## src/rtl/exception_unit_pkg.sv

```systemverilog
// Shared exception definitions: bus layout, one-hot cause codes and FSM state encodings.
// The coprocessor imports this package too, so these encodings must not change.
package exception_unit_pkg;

   localparam int EXC_BUS_W       = 70;
   localparam int EXC_OFF_BADADDR = 0;
   localparam int EXC_OFF_EPC     = 32;
   localparam int EXC_OFF_CAUSE   = 64;
   localparam int EXC_CAUSE_W     = 6;

   // Bit position inside the cause field follows {TR,OVF,RI,SYSCALL,ADDRS,ADDRL}
   localparam logic [EXC_CAUSE_W-1:0] CAUSE_ADDRL   = 6'b000001;
   localparam logic [EXC_CAUSE_W-1:0] CAUSE_ADDRS   = 6'b000010;
   localparam logic [EXC_CAUSE_W-1:0] CAUSE_SYSCALL = 6'b000100;
   localparam logic [EXC_CAUSE_W-1:0] CAUSE_RI      = 6'b001000;
   localparam logic [EXC_CAUSE_W-1:0] CAUSE_OVF     = 6'b010000;
   localparam logic [EXC_CAUSE_W-1:0] CAUSE_TR      = 6'b100000;

   typedef enum logic [2:0] {
      ST_IDLE     = 3'd0,
      ST_POST     = 3'd1,
      ST_WAIT_ACK = 3'd2,
      ST_FLUSH    = 3'd3,
      ST_HALT     = 3'd4
   } exc_state_e;

   // Field order matches the exception_bus layout, so a record drives the bus directly
   typedef struct packed {
      logic [EXC_CAUSE_W-1:0] cause;
      logic [31:0]            epc;
      logic [31:0]            bad_addr;
   } exc_rec_t;

endpackage

```

## src/rtl/exception_unit_priority.sv

```systemverilog
// Combinational arbiter: picks the oldest faulting stage, then the top cause inside it.
// Zero latency, no flow control; cand_vld is low when no valid stage raises a flag.
module exc_priority
   import exception_unit_pkg::*;
(
   input  logic        id_valid,
   input  logic        id_ri,
   input  logic        id_syscall,
   input  logic [31:0] id_pc,
   input  logic        ex_valid,
   input  logic        ex_ovf,
   input  logic        ex_tr,
   input  logic [31:0] ex_pc,
   input  logic        mem_valid,
   input  logic        mem_addrl,
   input  logic        mem_addrs,
   input  logic [31:0] mem_pc,
   input  logic [31:0] mem_addr,
   output logic        cand_vld,
   output exc_rec_t    cand
);

   logic mem_hit;
   logic ex_hit;
   logic id_hit;

   always_comb begin
      mem_hit  = mem_valid && (mem_addrl || mem_addrs);
      ex_hit   = ex_valid  && (ex_ovf    || ex_tr);
      id_hit   = id_valid  && (id_ri     || id_syscall);
      cand_vld = mem_hit || ex_hit || id_hit;
      cand     = '0;
      // Only MEM causes carry a data address; the others report zero
      if (mem_hit) begin
         cand.cause    = mem_addrl ? CAUSE_ADDRL : CAUSE_ADDRS;
         cand.epc      = mem_pc;
         cand.bad_addr = mem_addr;
      end else if (ex_hit) begin
         cand.cause = ex_ovf ? CAUSE_OVF : CAUSE_TR;
         cand.epc   = ex_pc;
      end else if (id_hit) begin
         cand.cause = id_ri ? CAUSE_RI : CAUSE_SYSCALL;
         cand.epc   = id_pc;
      end
   end

endmodule

```

## src/rtl/exception_unit.sv

```systemverilog
// Exception controller: captures one exception, posts it, waits for coprocessor ack, then flushes.
// Bus valid one cycle after the fault is sampled; stall holds the pipeline until the flush ends.
module exception_unit
   import exception_unit_pkg::*;
#(
   parameter int FLUSH_CYCLES = 3,
   parameter int ACK_TIMEOUT  = 15
)
(
   input  logic                 clk,
   input  logic                 reset,
   input  logic                 id_valid,
   input  logic                 id_ri,
   input  logic                 id_syscall,
   input  logic [31:0]          id_pc,
   input  logic                 ex_valid,
   input  logic                 ex_ovf,
   input  logic                 ex_tr,
   input  logic [31:0]          ex_pc,
   input  logic                 mem_valid,
   input  logic                 mem_addrl,
   input  logic                 mem_addrs,
   input  logic [31:0]          mem_pc,
   input  logic [31:0]          mem_addr,
   input  logic                 cop_ack,
   output logic [EXC_BUS_W-1:0] exception_bus,
   output logic                 flush_id,
   output logic                 flush_ex,
   output logic                 flush_mem,
   output logic                 stall,
   output logic                 panic
);

   exc_state_e state_q, state_d;
   exc_rec_t   cap_q, cap_d;
   logic [3:0] ack_cnt_q, ack_cnt_d;
   logic [3:0] flush_cnt_q, flush_cnt_d;
   logic       panic_q, panic_d;

   logic       cand_vld;
   exc_rec_t   cand;

   exc_priority u_priority (
      .id_valid   (id_valid),
      .id_ri      (id_ri),
      .id_syscall (id_syscall),
      .id_pc      (id_pc),
      .ex_valid   (ex_valid),
      .ex_ovf     (ex_ovf),
      .ex_tr      (ex_tr),
      .ex_pc      (ex_pc),
      .mem_valid  (mem_valid),
      .mem_addrl  (mem_addrl),
      .mem_addrs  (mem_addrs),
      .mem_pc     (mem_pc),
      .mem_addr   (mem_addr),
      .cand_vld   (cand_vld),
      .cand       (cand)
   );

   always_comb begin
      state_d     = state_q;
      cap_d       = cap_q;
      ack_cnt_d   = ack_cnt_q;
      flush_cnt_d = flush_cnt_q;
      panic_d     = panic_q;
      case (state_q)
         ST_IDLE: begin
            if (cand_vld) begin
               cap_d   = cand;
               state_d = ST_POST;
            end
         end
         ST_POST: begin
            ack_cnt_d = '0;
            state_d   = ST_WAIT_ACK;
         end
         ST_WAIT_ACK: begin
            // An ack on the last allowed cycle still wins over the timeout
            if (cop_ack) begin
               ack_cnt_d   = '0;
               flush_cnt_d = 4'(FLUSH_CYCLES - 1);
               state_d     = ST_FLUSH;
            end else begin
               ack_cnt_d = ack_cnt_q + 4'd1;
               if (ack_cnt_q + 4'd1 == 4'(ACK_TIMEOUT)) begin
                  panic_d = 1'b1;
                  state_d = ST_HALT;
               end
            end
         end
         ST_FLUSH: begin
            if (flush_cnt_q == 4'd0) begin
               state_d = ST_IDLE;
            end else begin
               flush_cnt_d = flush_cnt_q - 4'd1;
            end
         end
         ST_HALT: begin
            state_d = ST_HALT;
         end
         default: begin
            state_d = ST_IDLE;
         end
      endcase
   end

   always_comb begin
      exception_bus = '0;
      if (state_q == ST_POST || state_q == ST_WAIT_ACK) begin
         exception_bus = cap_q;
      end
      flush_id  = (state_q == ST_FLUSH);
      flush_ex  = (state_q == ST_FLUSH);
      flush_mem = (state_q == ST_FLUSH);
      stall     = (state_q != ST_IDLE);
      panic     = panic_q;
   end

   always_ff @(posedge clk) begin
      if (!reset) begin
         state_q     <= ST_IDLE;
         cap_q       <= '0;
         ack_cnt_q   <= '0;
         flush_cnt_q <= '0;
         panic_q     <= 1'b0;
      end else begin
         state_q     <= state_d;
         cap_q       <= cap_d;
         ack_cnt_q   <= ack_cnt_d;
         flush_cnt_q <= flush_cnt_d;
         panic_q     <= panic_d;
      end
   end

endmodule

```

## config.mk

```make
export PLATFORM = sky130hd
export DESIGN_NAME = exception_unit
export DESIGN_NICKNAME = d
export VERILOG_FILES = /design/src/rtl/exception_unit_pkg.sv /design/src/rtl/exception_unit_priority.sv /design/src/rtl/exception_unit.sv
export SDC_FILE = /design/constraint.sdc
export NUM_CORES = 1
export LEC_CHECK = 0
export ABC_AREA = 0
export CAP_MARGIN = 20
export CORE_UTILIZATION = 42
export CTS_CLUSTER_DIAMETER = 50
export DETAILED_ROUTE_END_ITERATION = 10
export PLACE_DENSITY = 0.93
export SYNTH_ARGS = -nofsm -noshare
export SYNTH_HDL_FRONTEND = slang
export SYNTH_HIERARCHICAL = 1
export SYNTH_SLANG_ARGS = --single-unit
export TNS_END_PERCENT = 1
```

## constraint.sdc

```tcl
create_clock -name clk -period 2.5 [get_ports clk]
set_input_delay 0.5 -clock clk [delete_from_list [all_inputs] [get_ports clk]]
set_output_delay 0.5 -clock clk [all_outputs]
set_load 0.01 [all_outputs]
```

==> flow_summary.json <==
{
  "seq_area_mm2": 0.00164,
  "worstSetupPathType": "reg -> out",
  "synth_fp_nets": 810,
  "wl_mm": 14.8,
  "die-area_mm2": 0.0116,
  "whs_ns": 0.449,
  "cts_buffer_depth": 2,
  "grt_pass1_vias": 4842,
  "synthTopCellsByCount": "nand2_1, and2_1, a21oi_1, dfxtp_1, a21boi_1",
  "start_util": 0.431,
  "drtIter0Drc": 186,
  "power_leakage_nw": 3.70,
  "yosysMostFrequentCell": "nand2_1",
  "multi_input_area_mm2": 0.00278,
  "slew_viol_final": 0,
  "async_flop_share": 0,
  "grt_pass1_wl_mm": 22.3,
  "fillerInstances": 895,
  "yosysSeqAreaShare": 0.350,
  "hold_class": "reg -> reg",
  "synth_top_area_frac": 0.350,
  "crit_arrival_ns": 1.94,
  "grt-ovfl-total": 0,
  "ant_nets": 0,
  "die_y_um": 108,
  "area_growth_pct": 57.8,
  "antenna_found_initial": 0,
  "hpwl_mm": 9.94,
  "min_period_over_period": 0.978,
  "synth_edf_count": 0,
  "wl_per_cell_um": 14.7,
  "grt_max_degree": 66,
  "ios": 215,
  "cts_tree": "yes",
  "drv_cap": 0,
  "period_minus_slack_ns": 2.44,
  "port_buffers": 214,
  "synthDistinctLibCells": 40,
  "setup_ws_ns": 0.0561,
  "skew_ns": 0.0108,
  "route.vias.total": 5164,
  "root_buffer": "clkbuf_8",
  "synth_cells": 666,
  "synth_area_leaders": "dfxtp_1, and2_1, nand2_1, a21oi_1, a21boi_1",
  "setup_tns_ns": 0,
  "ys_ff_latch": 82,
  "drc": 0,
  "diodes": 0,
  "clk_pin_slew_worst_paths_ns": 0.08,
  "insertion_delay_ns": 0.35,
  "clkSinkCount": 82,
  "p_per_area_mw_per_mm2": 503,
  "htreeDepth": 3,
  "cts_buffers": 9,
  "nets": 1006,
  "slew_headroom": 0.556,
  "hold_viol_final": 0,
  "worstPathRequired_ns": 2.00,
  "cp_max_fo": 14,
  "start_kind": "flip-flop",
  "core_area_mm2": 0.0109,
  "vias_per_cell": 5.13,
  "synth.avg_cell_area_um2": 7.05,
  "rsz0062_at_grt": "yes",
  "routabilityCongestion": 0.823,
  "grt_use_total": 0.241,
  "worst_pin_slew_ns": 0.663,
  "die_w_um": 108,
  "drtPass1Iterations": 4,
  "setup_viol": 0,
  "ys.flop_type": "dfxtp_1",
  "syn-cell-area_mm2": 0.00469,
  "finalCoreUtilization": 0.680,
  "post-place-ws_ns": 0.133,
  "drive_above_1_share": 0.0623,
  "fp-row-count": 38,
  "ir_drop_v": 0.000357,
  "outcome": "complete, no violations",
  "fmaxAchievable_mhz": 409,
  "ys.warnings.count": 6,
  "cp-end-kind": "output port",
  "synth_area_leader_cell": "dfxtp_1"
}
==> where the power goes <==
| group | internal, W | total, W | switching [W] |
|---|---|---|---|
| Sequential | 0.00141 | 0.00146 | 0.0000456 |
| Clock | 0.000471 | 0.000992 | 0.000521 |
| Combinational | 0.000646 | 0.00128 | 0.000635 |
| Total | 0.00253 | 0.00373 | 0.00120 |
==> final timing paths <==
check	startpoint	endpoint	slack (ns)	cells past startpoint
max	state_q[1]$_SDFFE_PN0P_	exception_bus[51]	0.06	6
min	cap_q[69]$_SDFFE_PN0P_	cap_q[69]$_SDFFE_PN0P_	0.45	2
min reg2reg	cap_q[69]$_SDFFE_PN0P_	cap_q[69]$_SDFFE_PN0P_	0.45	2
max reg2reg	flush_cnt_q[0]$_SDFFE_PN0P_	flush_cnt_q[1]$_SDFFE_PN0P_	0.80	6
==> area by class of cell <==
type / instances / share of cell area
Multi-Input combinational cell: 522 / 0.375
Clock inverter: 7 / 0.0105
Tap cell: 140 / 0.0236
Clock buffer: 9 / 0.0167
Inverter: 7 / 0.00355
Sequential cell: 82 / 0.222
Timing Repair Buffer: 240 / 0.349
==> worst max-delay path, cell delays in order, from the launching register on <==
cell and delay (ns):
dfxtp_2 0.34, xnor2_2 0.22, nor2_4 0.06, buf_4 0.15
clkbuf_16 0.16, and2_1 0.16, clkdlybuf4s50_1 0.50
==> placed cells by master, fill, tap and decap left out, types with 2 or more instances in the layout <==
master and n:
nand2_1 146, o21ai_0 4, nand2b_1 2, dfxtp_1 81, dlymetal6s2s_1 53, o21ai_1 2
and2_1 105, buf_12 6, clkbuf_16 2, inv_1 6, nor3b_1 4, o21ai_2 2
a21boi_1 49, inv_6 2, nor2_1 44, nor3_1 3, nand3_1 36, clkinv_4 2
and3_1 2, buf_4 17, a21oi_1 93, clkbuf_8 9, o21a_1 4, nor2b_1 2
clkdlybuf4s50_1 160, ha_1 4, or3_1 2
==> stage by stage <==
step | instance area (um^2) | total power, W | std cells
6_report | 7410 | 0.00373 | 1007
5_1_grt | 7410 | 0.00394 | 1007
3_3_place_gp | 6980 | 0.00266 | 986
4_1_cts | 7190 | 0.00366 | 1002
3_5_place_dp | 6980 | 0.00268 | 986
2_1_floorplan | 4690 | 0.00209 | 666
==> routing by layer <==
| metal | vias up | global-route usage | part of all wire |
|---|---|---|---|
| li1 | 2569 | - | - |
| met1 | 2391 | 0.275 | 0.41 |
| met2 | 172 | 0.438 | 0.50 |
| met3 | 32 | 0.0412 | 0.064 |
| met4 | 0 | 0.103 | 0.027 |
| met5 | - | 0 | 0 |
==> sequential cells by signal, indices dropped and copies added, names as in the netlist <==
register / cells
cap_q: 70
ack_cnt_q: 4
flush_cnt_q: 4
panic: 1
state_q: 3
==> logic make-up (layout without fill, tap and decap cells) <==
logic type | Yosys count | in the layout | synth area share
xor gates and xnor gates | 2 | 2 | 0.00373
buffers and inverters | 62 | 263 | 0.0624
and+or+nand+nor | 355 | 355 | 0.366
DFF | 82 | 82 | 0.350
AOI/OAI and AO/OA | 161 | 161 | 0.207
adders and majority gates | 4 | 4 | 0.0107
==> timing repair <==
item                                    4_1_cts  5_1_grt
endpoints found under the hold margin         0        0
buffers inserted                              0        2
hold buffers                                  0        0
resized for setup                             0       56
endpoints found under the setup margin        0       60
No activity file was read; power rests on OpenSTA's default activity.
